--- config.mk ---
export PLATFORM = sky130hd
export DESIGN_NAME = dual_input_debouncer
export DESIGN_NICKNAME = d
export VERILOG_FILES = /design/src/rtl/debounce_pkg.sv /design/src/rtl/debounce_chan.sv /design/src/rtl/dual_input_debouncer.sv
export SDC_FILE = /design/constraint.sdc
export NUM_CORES = 1
export LEC_CHECK = 0
export BUFFER_PORTS_ARGS = -buffer_cell sky130_fd_sc_hd__buf_2
export CORE_MARGIN = 2
export CORE_UTILIZATION = 65
export DETAILED_ROUTE_END_ITERATION = 7
export PLACE_DENSITY = 0.94
export SLEW_MARGIN = 20
export SYNTH_ARGS = -nofsm -noshare
export SYNTH_HDL_FRONTEND = slang
export SYNTH_HIERARCHICAL = 1
export SYNTH_SLANG_ARGS = --single-unit
--- constraint.sdc ---
create_clock -name clk -period 6.4 [get_ports clk]
set_input_delay 1.28 -clock clk [delete_from_list [all_inputs] [get_ports clk]]
set_output_delay 1.28 -clock clk [all_outputs]
set_load 0.005 [all_outputs]
--- src/rtl/debounce_pkg.sv ---
// Shared types and constants for the input debouncer.
// Channel FSM state encoding and synchronizer depth.
package debounce_pkg;

  typedef enum logic [1:0] {
    ZERO  = 2'd0,
    WAIT1 = 2'd1,
    ONE   = 2'd2,
    WAIT0 = 2'd3
  } db_state_t;

  localparam int DB_SYNC_STAGES = 2;

endpackage

--- src/rtl/debounce_chan.sv ---
// One debounce channel: 2-flop synchronizer feeding a tick-qualified
// four-state FSM with registered level and single-cycle edge pulses.
module debounce_chan
  import debounce_pkg::*;
#(
  parameter int STABLE_TICKS = 3
) (
  input  logic clk,
  input  logic reset_n,
  input  logic tick,
  input  logic raw,
  output logic level,
  output logic rise,
  output logic fall
);

  localparam int QW = (STABLE_TICKS < 1) ? 1 : $clog2(STABLE_TICKS + 1);
  localparam logic [QW-1:0] Q_LAST = QW'(STABLE_TICKS - 1);

  logic [DB_SYNC_STAGES-1:0] sync_q;
  logic                      s_in;

  db_state_t       state, state_nxt;
  logic [QW-1:0]   q_cnt, q_nxt;
  logic            level_nxt, rise_nxt, fall_nxt;

  always_ff @(posedge clk or negedge reset_n) begin
    if (!reset_n) sync_q <= '0;
    else          sync_q <= {sync_q[DB_SYNC_STAGES-2:0], raw};
  end

  assign s_in = sync_q[DB_SYNC_STAGES-1];

  always_ff @(posedge clk or negedge reset_n) begin
    if (!reset_n) begin
      state <= ZERO;
      q_cnt <= '0;
      level <= 1'b0;
      rise  <= 1'b0;
      fall  <= 1'b0;
    end else begin
      state <= state_nxt;
      q_cnt <= q_nxt;
      level <= level_nxt;
      rise  <= rise_nxt;
      fall  <= fall_nxt;
    end
  end

  // A reversal of s_in in a WAIT state takes priority over a coincident tick.
  always_comb begin
    state_nxt = state;
    q_nxt     = q_cnt;
    level_nxt = level;
    rise_nxt  = 1'b0;
    fall_nxt  = 1'b0;
    case (state)
      ZERO: begin
        level_nxt = 1'b0;
        if (s_in) begin
          state_nxt = WAIT1;
          q_nxt     = '0;
        end
      end
      WAIT1: begin
        if (!s_in) begin
          state_nxt = ZERO;
        end else if (tick) begin
          if (q_cnt == Q_LAST) begin
            state_nxt = ONE;
            level_nxt = 1'b1;
            rise_nxt  = 1'b1;
          end else begin
            q_nxt = q_cnt + 1'b1;
          end
        end
      end
      ONE: begin
        level_nxt = 1'b1;
        if (!s_in) begin
          state_nxt = WAIT0;
          q_nxt     = '0;
        end
      end
      WAIT0: begin
        if (s_in) begin
          state_nxt = ONE;
        end else if (tick) begin
          if (q_cnt == Q_LAST) begin
            state_nxt = ZERO;
            level_nxt = 1'b0;
            fall_nxt  = 1'b1;
          end else begin
            q_nxt = q_cnt + 1'b1;
          end
        end
      end
      default: begin
        state_nxt = ZERO;
        level_nxt = 1'b0;
      end
    endcase
  end

endmodule

--- src/rtl/dual_input_debouncer.sv ---
// Multi-channel switch debouncer: one shared sample-tick divider and
// an array of independent debounce channels.
module dual_input_debouncer
  import debounce_pkg::*;
#(
  parameter int N_IN         = 2,
  parameter int TICK_DIV     = 1_000_000,
  parameter int STABLE_TICKS = 3
) (
  input  logic            clk,
  input  logic            reset_n,
  input  logic [N_IN-1:0] raw_in,
  output logic [N_IN-1:0] db_level,
  output logic [N_IN-1:0] db_rise,
  output logic [N_IN-1:0] db_fall
);

  localparam int DW = (TICK_DIV < 2) ? 1 : $clog2(TICK_DIV);
  localparam logic [DW-1:0] DIV_LAST = DW'(TICK_DIV - 1);

  logic [DW-1:0] div_cnt;
  logic          tick;

  assign tick = (div_cnt == DIV_LAST);

  always_ff @(posedge clk or negedge reset_n) begin
    if (!reset_n)  div_cnt <= '0;
    else if (tick) div_cnt <= '0;
    else           div_cnt <= div_cnt + 1'b1;
  end

  for (genvar g = 0; g < N_IN; g++) begin : g_chan
    debounce_chan #(
      .STABLE_TICKS(STABLE_TICKS)
    ) u_chan (
      .clk    (clk),
      .reset_n(reset_n),
      .tick   (tick),
      .raw    (raw_in[g]),
      .level  (db_level[g]),
      .rise   (db_rise[g]),
      .fall   (db_fall[g])
    );
  end

endmodule

# ---- Word level (Yosys, flattened, before mapping)
# Cells that the tools add are included.
dict set report classes {
  addsub 3
  n_eq_ne 33
  n_mux 59
  reduce_logical 8
}
# op count
set op_table {}
lappend op_table {{2-bit 2-to-1 mux} 28}
lappend op_table {{2-bit one-hot mux with 4 select lines} 4}
lappend op_table {{1-bit 2-to-1 mux} 24}
lappend op_table {{6-bit AND reduction} 4}
lappend op_table {{20-bit by 1-bit adder with 20-bit output (second input constant)} 1}
lappend op_table {{20-bit == test (second input constant)} 1}
lappend op_table {{20-bit 2-to-1 mux} 1}
lappend op_table {{2-bit by 1-bit != test with 1-bit output (second input constant)} 10}
lappend op_table {{2-bit == test (second input constant)} 6}
lappend op_table {{2-bit != test (second input constant)} 6}
lappend op_table {{3-bit by 1-bit != test with 1-bit output (second input constant)} 3}
lappend op_table {{3-bit != test (second input constant)} 3}
lappend op_table {{1-bit one-hot mux with 4 select lines} 2}
lappend op_table {{4-bit AND reduction} 2}
lappend op_table {{3-bit by 2-bit != test with 1-bit output (second input constant)} 2}
lappend op_table {{2-bit by 1-bit adder with 2-bit output (second input constant)} 2}
lappend op_table {{2-bit by 1-bit == test with 1-bit output (second input constant)} 2}
lappend op_table {{2-bit zero test} 2}
dict set report word_totals {
  register_bits 38
  inputBits 4
  output_inout_bits 6
  wordCells 116
}

# ---- Depth between registers and ports, before layout
# Gate-level depths: netlist of run 1.
dict set report logic_depth {
  word_depth 5
  mapped_depth 8
  depth_no_buf 8
}

# ---- By module
# The synthesis of run 1 kept the hierarchy.
# mod instances cells_each area_each_um2 seq_area_each_um2
set by_module_without_submodules {}
lappend by_module_without_submodules {dual_input_debouncer 1 99 1056.0 500.5}
lappend by_module_without_submodules {{debounce_chan at g_chan[0].u_chan} 1 55 559.3 225.2}
lappend by_module_without_submodules {{debounce_chan at g_chan[1].u_chan} 1 49 540.5 225.2}

# ---- Worst setup path before layout of run 1
# Ideal clock, no wire load.
dict set report synth_path {
  kind {reg2reg}
  startpoint {register div_cnt[0]}
  endpoint {register g_chan[0].u_chan.q_cnt[0]}
  setup_time_ns 0.128
  arrival_ns 2.423
  required_time_ns 6.272
  slack_ns 3.849
  path_stages_with_launch 9
  period_less_slack_ns 2.551
  path_cell_list {dfrtp_1 -> ha_1 -> and2_1 -> nand4_1 -> nor4_4 -> inv_1 -> a2111oi_2 -> o21ai_1 -> mux2i_1}
}
dict set report synth_via {
  elab_chain_len 4
}
# item line_no
set synth_lines {}
lappend synth_lines {{start: declaration} dual_input_debouncer.sv:21} ;# logic [DW-1:0] div_cnt;
lappend synth_lines {{start signal: assignment} dual_input_debouncer.sv:29} ;# else div_cnt <= div_cnt + 1'b1;
lappend synth_lines {{20-bit == test (*)} dual_input_debouncer.sv:24} ;# assign tick = (div_cnt == DIV_LAST);
lappend synth_lines {{named net tick} dual_input_debouncer.sv:22} ;# logic tick;
lappend synth_lines {{2-bit 2-to-1 mux (*)} --}
lappend synth_lines {{2-bit 2-to-1 mux, on equally long branches} --}
lappend synth_lines {{2-bit one-hot mux with 4 select lines (*)} --}
lappend synth_lines {{end signal: assignment} debounce_chan.sv:43} ;# q_cnt <= q_nxt;
lappend synth_lines {{end: declaration} debounce_chan.sv:24} ;# logic [QW-1:0] q_cnt, q_nxt;
# The timed path passes the listed nets; every way through them passes the cells marked *. The select of a mux whose other input is x is not followed.
# A chain may end at the register's enable or synchronous reset.

# ---- Worst setup path in the final report of run 1
# Same ends and word-level chain as after synthesis.

==> impl_metrics.csv, run 1 <==
group,metric,value,unit
setup_path,critPathMaxFanout,15,
setup_path,worstPathArrival,3200,ps
drt,avgRoutedWirePerCell,14.6,um
grt,grt_pass1_wl,5950,um
setup_path,critical_path_class,"flop to flop",
drt,drtPass1Iterations,4,
logic_synthesis,ys.flop_type,"dfrtp_1",
die,die_x,61.6,um
timing,slew_violations,0,
grt,grt_util_met1,0.268,
logic_synthesis,ys_seq_area_frac,0.441,
power,pwr-share-seq,0.422,
cells_and_area,final_cell_mix,"38 x dfrtp_1, 18 x nor2_1, 15 x ha_1, 13 x nand2_1, 12 x inv_1",
cells_and_area,nets,230,
drt,final_antenna_net_count,0,
logic_synthesis,syn_inst,203,
status,status,"finished, final reports clean",
cells_and_area,area_growth,4.29,%
grt,grt-busiest-layer,"met2",
setup_path,required,6640,ps
logic_synthesis,syn_area,0.00216,mm2
timing,min_period,2960,ps
clocking,cts_tree,"done",
grt,grt_start_max_net_pins,39,
cells_and_area,multi_input_area,0.00109,mm2
clocking,insertion_delay,350,ps
setup_path,setup.worst_path.end_class,"flop",
timing,setup_viol,0,
drt,drc_errors,0,
die,die-area,0.00379,mm2
place,gp_congestion,0.853,
timing,hold_violations,0,
cells_and_area,final_core_util,0.725,
power,vdd_drop_max,0.172,mV
grt,use_met3,0.0672,
power,p_leak,1.03,nW
clocking,cts_made_buffers,5,
power,clockPowerShare,0.184,
place,port_buffers,9,
grt,grt_use_met2,0.355,
power,power_switching,0.000254,W
die,start_util,0.695,
clocking,numClockSinks,38,
timing,fin_crit_sh,0.462,
logic_synthesis,ys_ff_latch,38,
clocking,cts_resized,0,
timing,rsz0062_at_grt,"false",
grt,grt-ovfl-total,0,
clocking,root_buffer,"clkbuf_4",
power,combPwrFrac,0.394,
timing,max_freq,0.338,GHz
grt,grt_use_total,0.220,
die,fp.coreArea,0.00310,mm2
flow_run,maxCapViolCount,0,
min_path,hp-class,"flop to flop",
clocking,clk_pin_slew,110,ps
die,std_cell_rows,20,
timing,worst_slew_pin_slew,930,ps
clocking,htree_levels,2,
timing,relSlewSlack,0.376,
grt,antenna_found_initial,0,
die,io-pin-count,10,
clocking,cts_hold_buf,0,
cells_and_area,diodes,0,
clocking,clock_tree.buffer_depth,2,
timing,skew,11.6,ps
logic_synthesis,synth_edf_count,0,
power,swShare,0.357,
setup_path,crit_path_start_kind,"flop",
logic_synthesis,syn_area_per_cell,10.6,um2
clocking,post_cts_buffers,0,
cells_and_area,nFillCells,228,
logic_synthesis,ys_types,52,
drt,drtIter0Drc,70,
logic_synthesis,ys_warn_count,6,
power,p_int,0.000456,W
place,place_hpwl,2660,um
logic_synthesis,async_reset_ff_frac,1.00,
logic_synthesis,syn_nets,222,
die,die_y,61.6,um
drt,wl,3750,um
cells_and_area,drive_gt1_frac,0.146,
grt,grt_pass1_vias,1383,
drt,via_per_inst,5.98,
cells_and_area,regArea,951,um2
cells_and_area,final_common_cell,"dfrtp_1",
drt,vias,1532,
power,powerDensity,316,mW/mm2
timing,tns,0,ps
[critical path: stages (launching register included)]
cell and delay, ps:
dfrtp_1 370, ha_1 210, and2_1 180, nand4_1 240
nor4_4 880, inv_1 230, a2111oi_2 460, o21ai_1 150
mux2i_1 140
[power by group through the flow]
| stage | clock network (W) | registers, W | logic (W) |
|---|---|---|---|
| global route | 0.000144 | 0.000304 | 0.000313 |
| CTS | 0.000133 | 0.000299 | 0.000281 |
| floorplan | 0 | 0.000296 | 0.000228 |
| detailed placement | 0 | 0.000304 | 0.000279 |
| finish | 0.000131 | 0.000300 | 0.000280 |
| global placement | 0 | 0.000303 | 0.000269 |
[sequential cells by signal, summed over array words and instances, names as in the netlist, named ones only]
signal and flops:
g_chan.u_chan/level 2, g_chan.u_chan/fall 2, g_chan.u_chan/rise 2, g_chan.u_chan/q_cnt 4, g_chan.u_chan/state 2, g_chan.u_chan/sync_q 4, div_cnt 20
[worst paths after layout]
| check | start | to | slack (ps) | cells after the start |
|---|---|---|---|---|
| setup / recovery | div_cnt[0] | g_chan[0].u_chan/q_cnt[0] | 3440 | 8 |
| max in group asynchronous | reset_n | g_chan[1].u_chan/sync_q[1] | 4860 | 1 |
| min in group asynchronous | reset_n | div_cnt[2] | 1020 | 1 |
| hold reg to reg | g_chan[0].u_chan/sync_q[0] | g_chan[0].u_chan/sync_q[1] | 360 | 0 |
| setup reg to reg | div_cnt[0] | g_chan[0].u_chan/q_cnt[0] | 3440 | 8 |
| hold / removal | g_chan[0].u_chan/sync_q[0] | g_chan[0].u_chan/sync_q[1] | 360 | 0 |
[final cells by class]
type,count,share of cell area
multi-input cells,145,0.486
clock buffers,7,0.0245
inverters,12,0.0200
repair buffers,9,0.0200
well taps,44,0.0245
clock inverters,1,0.00223
flip-flops and latches,38,0.423
[through the flow]
step	power (W)	hold WS (ps)	area, um2	setup slack (ps)	std cells
floorplan	0.000524	331	2160	3850	203
global placement	0.000572	332	2190	3600	248
detailed placement	0.000583	337	2190	3470	248
CTS	0.000713	363	2250	3440	256
global route	0.000762	370	2250	3240	256
finish	0.000710	360	2250	3440	256
[metal layers]
metal  wire length [um]  share of wire
met5                  0              0
met1               1720           0.46
met2               1780           0.47
met3                167          0.045
met4                 84          0.022
[logic make-up after synthesis]
kind of cell,synth area share
buffers and inverters,0.0522
AND/OR/NAND/NOR,0.205
flip-flops,0.441
adder cells (fa/ha/maj),0.0871
XOR/XNOR,0.0569
multiplexers,0.0476
AO/OA/AOI/OAI,0.110
[synthesized netlist by cell type (2+ instances only)]
cell type / number / share of area
a211o_1: 2 / 0.0081
a211oi_1: 4 / 0.014
a21oi_1: 9 / 0.021
and3_1: 3 / 0.0087
buf_2: 3 / 0.0070
buf_6: 4 / 0.021
dfrtp_1: 38 / 0.44
ha_1: 15 / 0.087
inv_1: 12 / 0.021
mux2_1: 2 / 0.010
mux2_4: 2 / 0.014
mux2i_1: 5 / 0.023
nand2_1: 13 / 0.023
nand2_2: 2 / 0.0058
nand2b_1: 2 / 0.0058
nand3_1: 6 / 0.014
nand4_1: 6 / 0.017
nor2_1: 18 / 0.031
nor3_1: 3 / 0.0070
nor4_1: 5 / 0.015
nor4b_1: 2 / 0.0081
o21ai_0: 2 / 0.0046
o31a_1: 2 / 0.0081
o31ai_1: 2 / 0.0070
or3_1: 2 / 0.0058
xnor2_1: 7 / 0.028
xor2_1: 7 / 0.028
Note: power is estimated with default switching activity, not from simulation.
==> run 2: changes to the inputs <==
--- a/config.mk
+++ b/config.mk
@@ -7,9 +7,9 @@
 export LEC_CHECK = 0
 export BUFFER_PORTS_ARGS = -buffer_cell sky130_fd_sc_hd__buf_2
 export CORE_MARGIN = 2
-export CORE_UTILIZATION = 65
+export CORE_UTILIZATION = 61
 export DETAILED_ROUTE_END_ITERATION = 7
-export PLACE_DENSITY = 0.94
+export PLACE_DENSITY = 0.89
 export SLEW_MARGIN = 20
 export SYNTH_ARGS = -nofsm -noshare
 export SYNTH_HDL_FRONTEND = slang
==> constraint.sdc (replaced) <==
create_clock -name clk -period 2.9 [get_ports clk]
set_input_delay 0.58 -clock clk [delete_from_list [all_inputs] [get_ports clk]]
set_output_delay 0.58 -clock clk [all_outputs]
set_load 0.005 [all_outputs]
==> run 2 against run 1 <==
Net effect:
- maximum frequency is 12% higher
- final cell count is 1.6% higher
- largest cell class unchanged
- critical endpoint unchanged
- combinational power grew 120%
- largest power group unchanged
- critical path type unchanged
==> impl_metrics.csv, run 2 (synthesis results as in run 1) <==
group,metric,value,unit
setup_path,critPathMaxFanout,10,
setup_path,r2r_cells,8,
clocking,cts_hold_buf,0,
clocking,numClockSinks,38,
power,powerDensity,709,mW/mm2
cells_and_area,nets,232,
cells_and_area,final_common_cell,"dfrtp_1",
drt,via_per_inst,5.76,
cells_and_area,final_cell_mix,"38 x dfrtp_1, 18 x nor2_1, 15 x ha_1, 13 x nand2_1, 12 x inv_1",
grt,grt_start_max_net_pins,39,
cells_and_area,drive_gt1_frac,0.159,
drt,drtPass1Iterations,4,
place,port_buffers,9,
die,die_x,63.5,um
place,dpl_cell_area,0.00221,mm2
timing,fin_crit_sh,0.912,
clocking,post_cts_buffers,0,
clocking,cts_tree,"done",
drt,drc_errors,0,
setup_path,required,3140,ps
die,start_util,0.641,
clocking,insertion_delay,350,ps
grt,grt-ovfl-total,0,
power,p_total,0.00162,W
place,place_hpwl,2710,um
flow_run,maxCapViolCount,0,
setup_path,reg2reg_slack,260,ps
cells_and_area,top_register,"div_cnt",
drt,vias,1498,
cells_and_area,final_cell_area,0.00228,mm2
cells_and_area,largest_register_ffs,20,
die,fp.coreArea,0.00336,mm2
setup_path,r2r-start,"div_cnt[0]",
die,std_cell_rows,21,
status,status,"finished, final reports clean",
place,pre_cts_slack,284,ps
timing,tns,0,ps
setup_path,crit_path_start_kind,"flop",
timing,skew,10.3,ps
clocking,cts_resized,0,
die,die-area,0.00403,mm2
timing,relSlewSlack,0.455,
clocking,cts_made_buffers,5,
die,io-pin-count,10,
cells_and_area,reg_top3,"div_cnt x20, g_chan.u_chan/q_cnt x4, g_chan.u_chan/sync_q x4",
grt,grt_use_total,0.211,
clocking,clk_pin_slew,120,ps
drt,avgRoutedWirePerCell,14.5,um
power,vdd_drop_max,0.601,mV
drt,final_antenna_net_count,0,
setup_path,critical_path_class,"flop to flop",
grt,grt_pass1_wl,6520,um
timing,min_period,2640,ps
min_path,hp-class,"input port to async pin",
clocking,clock_tree.buffer_depth,2,
clocking,htree_levels,2,
die,die_y,63.5,um
timing,max_freq,0.378,GHz
timing,fin_ws,256,ps
timing,worst_slew_pin_slew,817,ps
cells_and_area,final_core_util,0.679,
drt,drtIter0Drc,90,
cells_and_area,area_growth,5.98,%
power,p_leak,1.05,nW
timing,slew_violations,0,
setup_path,worstPathArrival,2880,ps
grt,antenna_found_initial,0,
timing,rsz0062_at_grt,"false",
grt,grt_pass1_vias,1452,
cells_and_area,diodes,0,
drt,wl,3780,um
timing,setup_viol,0,
setup_path,reg2reg_to,"g_chan[0].u_chan/q_cnt[0]",
timing,hold_violations,0,
setup_path,setup.worst_path.end_class,"flop",
place,gp_congestion,0.824,
clocking,root_buffer,"clkbuf_4",
run 2: metal layers:
layer	GRT usage	part of all wire	vias to the layer above
met3	0.0714	0.033	3
met1	0.262	0.46	730
met5	0	0	-
met2	0.351	0.50	27
li1	-	-	738
met4	0.0598	0.0056	0
run 2: worst max-delay path by stage:
stage | from | end | slack [ps] | depth (start not counted)
final | div_cnt[0] | g_chan[0].u_chan/q_cnt[0] | 260 | 8
after CTS | div_cnt[0] | g_chan[0].u_chan/q_cnt[0] | 270 | 8
after detailed placement | div_cnt[0] | g_chan[0].u_chan/q_cnt[0] | 280 | 8
after global placement | div_cnt[0] | g_chan[1].u_chan/level | 380 | 8
after global routing | div_cnt[0] | g_chan[0].u_chan/q_cnt[0] | 0.1 | 8
after floorplan | div_cnt[0] | g_chan[0].u_chan/q_cnt[0] | 350 | 8
run 2: where the power goes:
part / total (W) / internal, W / switching (W)
clock: 0.000340 / 0.000166 / 0.000175
combinational: 0.000622 / 0.000288 / 0.000334
sequential: 0.000658 / 0.000601 / 0.0000565
total: 0.00162 / 0.00106 / 0.000565
run 2: worst max-delay path, stage by stage (launching register included):
cell	delay, ps
dfrtp_1	390
ha_1	200
and2_1	180
nand4_1	230
nor4_4	630
inv_1	200
a2111oi_2	430
o21ai_1	140
mux2i_1	140
run 2: stage by stage:
stage / cells / hold slack (ps)
finish: 260 / 310
global route: 260 / 288
CTS: 260 / 316
detailed placement: 252 / 336
global placement: 252 / 335
floorplan: 203 / 284
run 2: final cells by class:
class                           count  area [um2]
Fill cell                         272        1080
Tap cell                           46        57.6
Inverter                           12        45.0
Sequential cell                    38         951
Clock buffer                        8        78.8
Timing Repair Buffer               11        60.1
Multi-Input combinational cell    145        1090
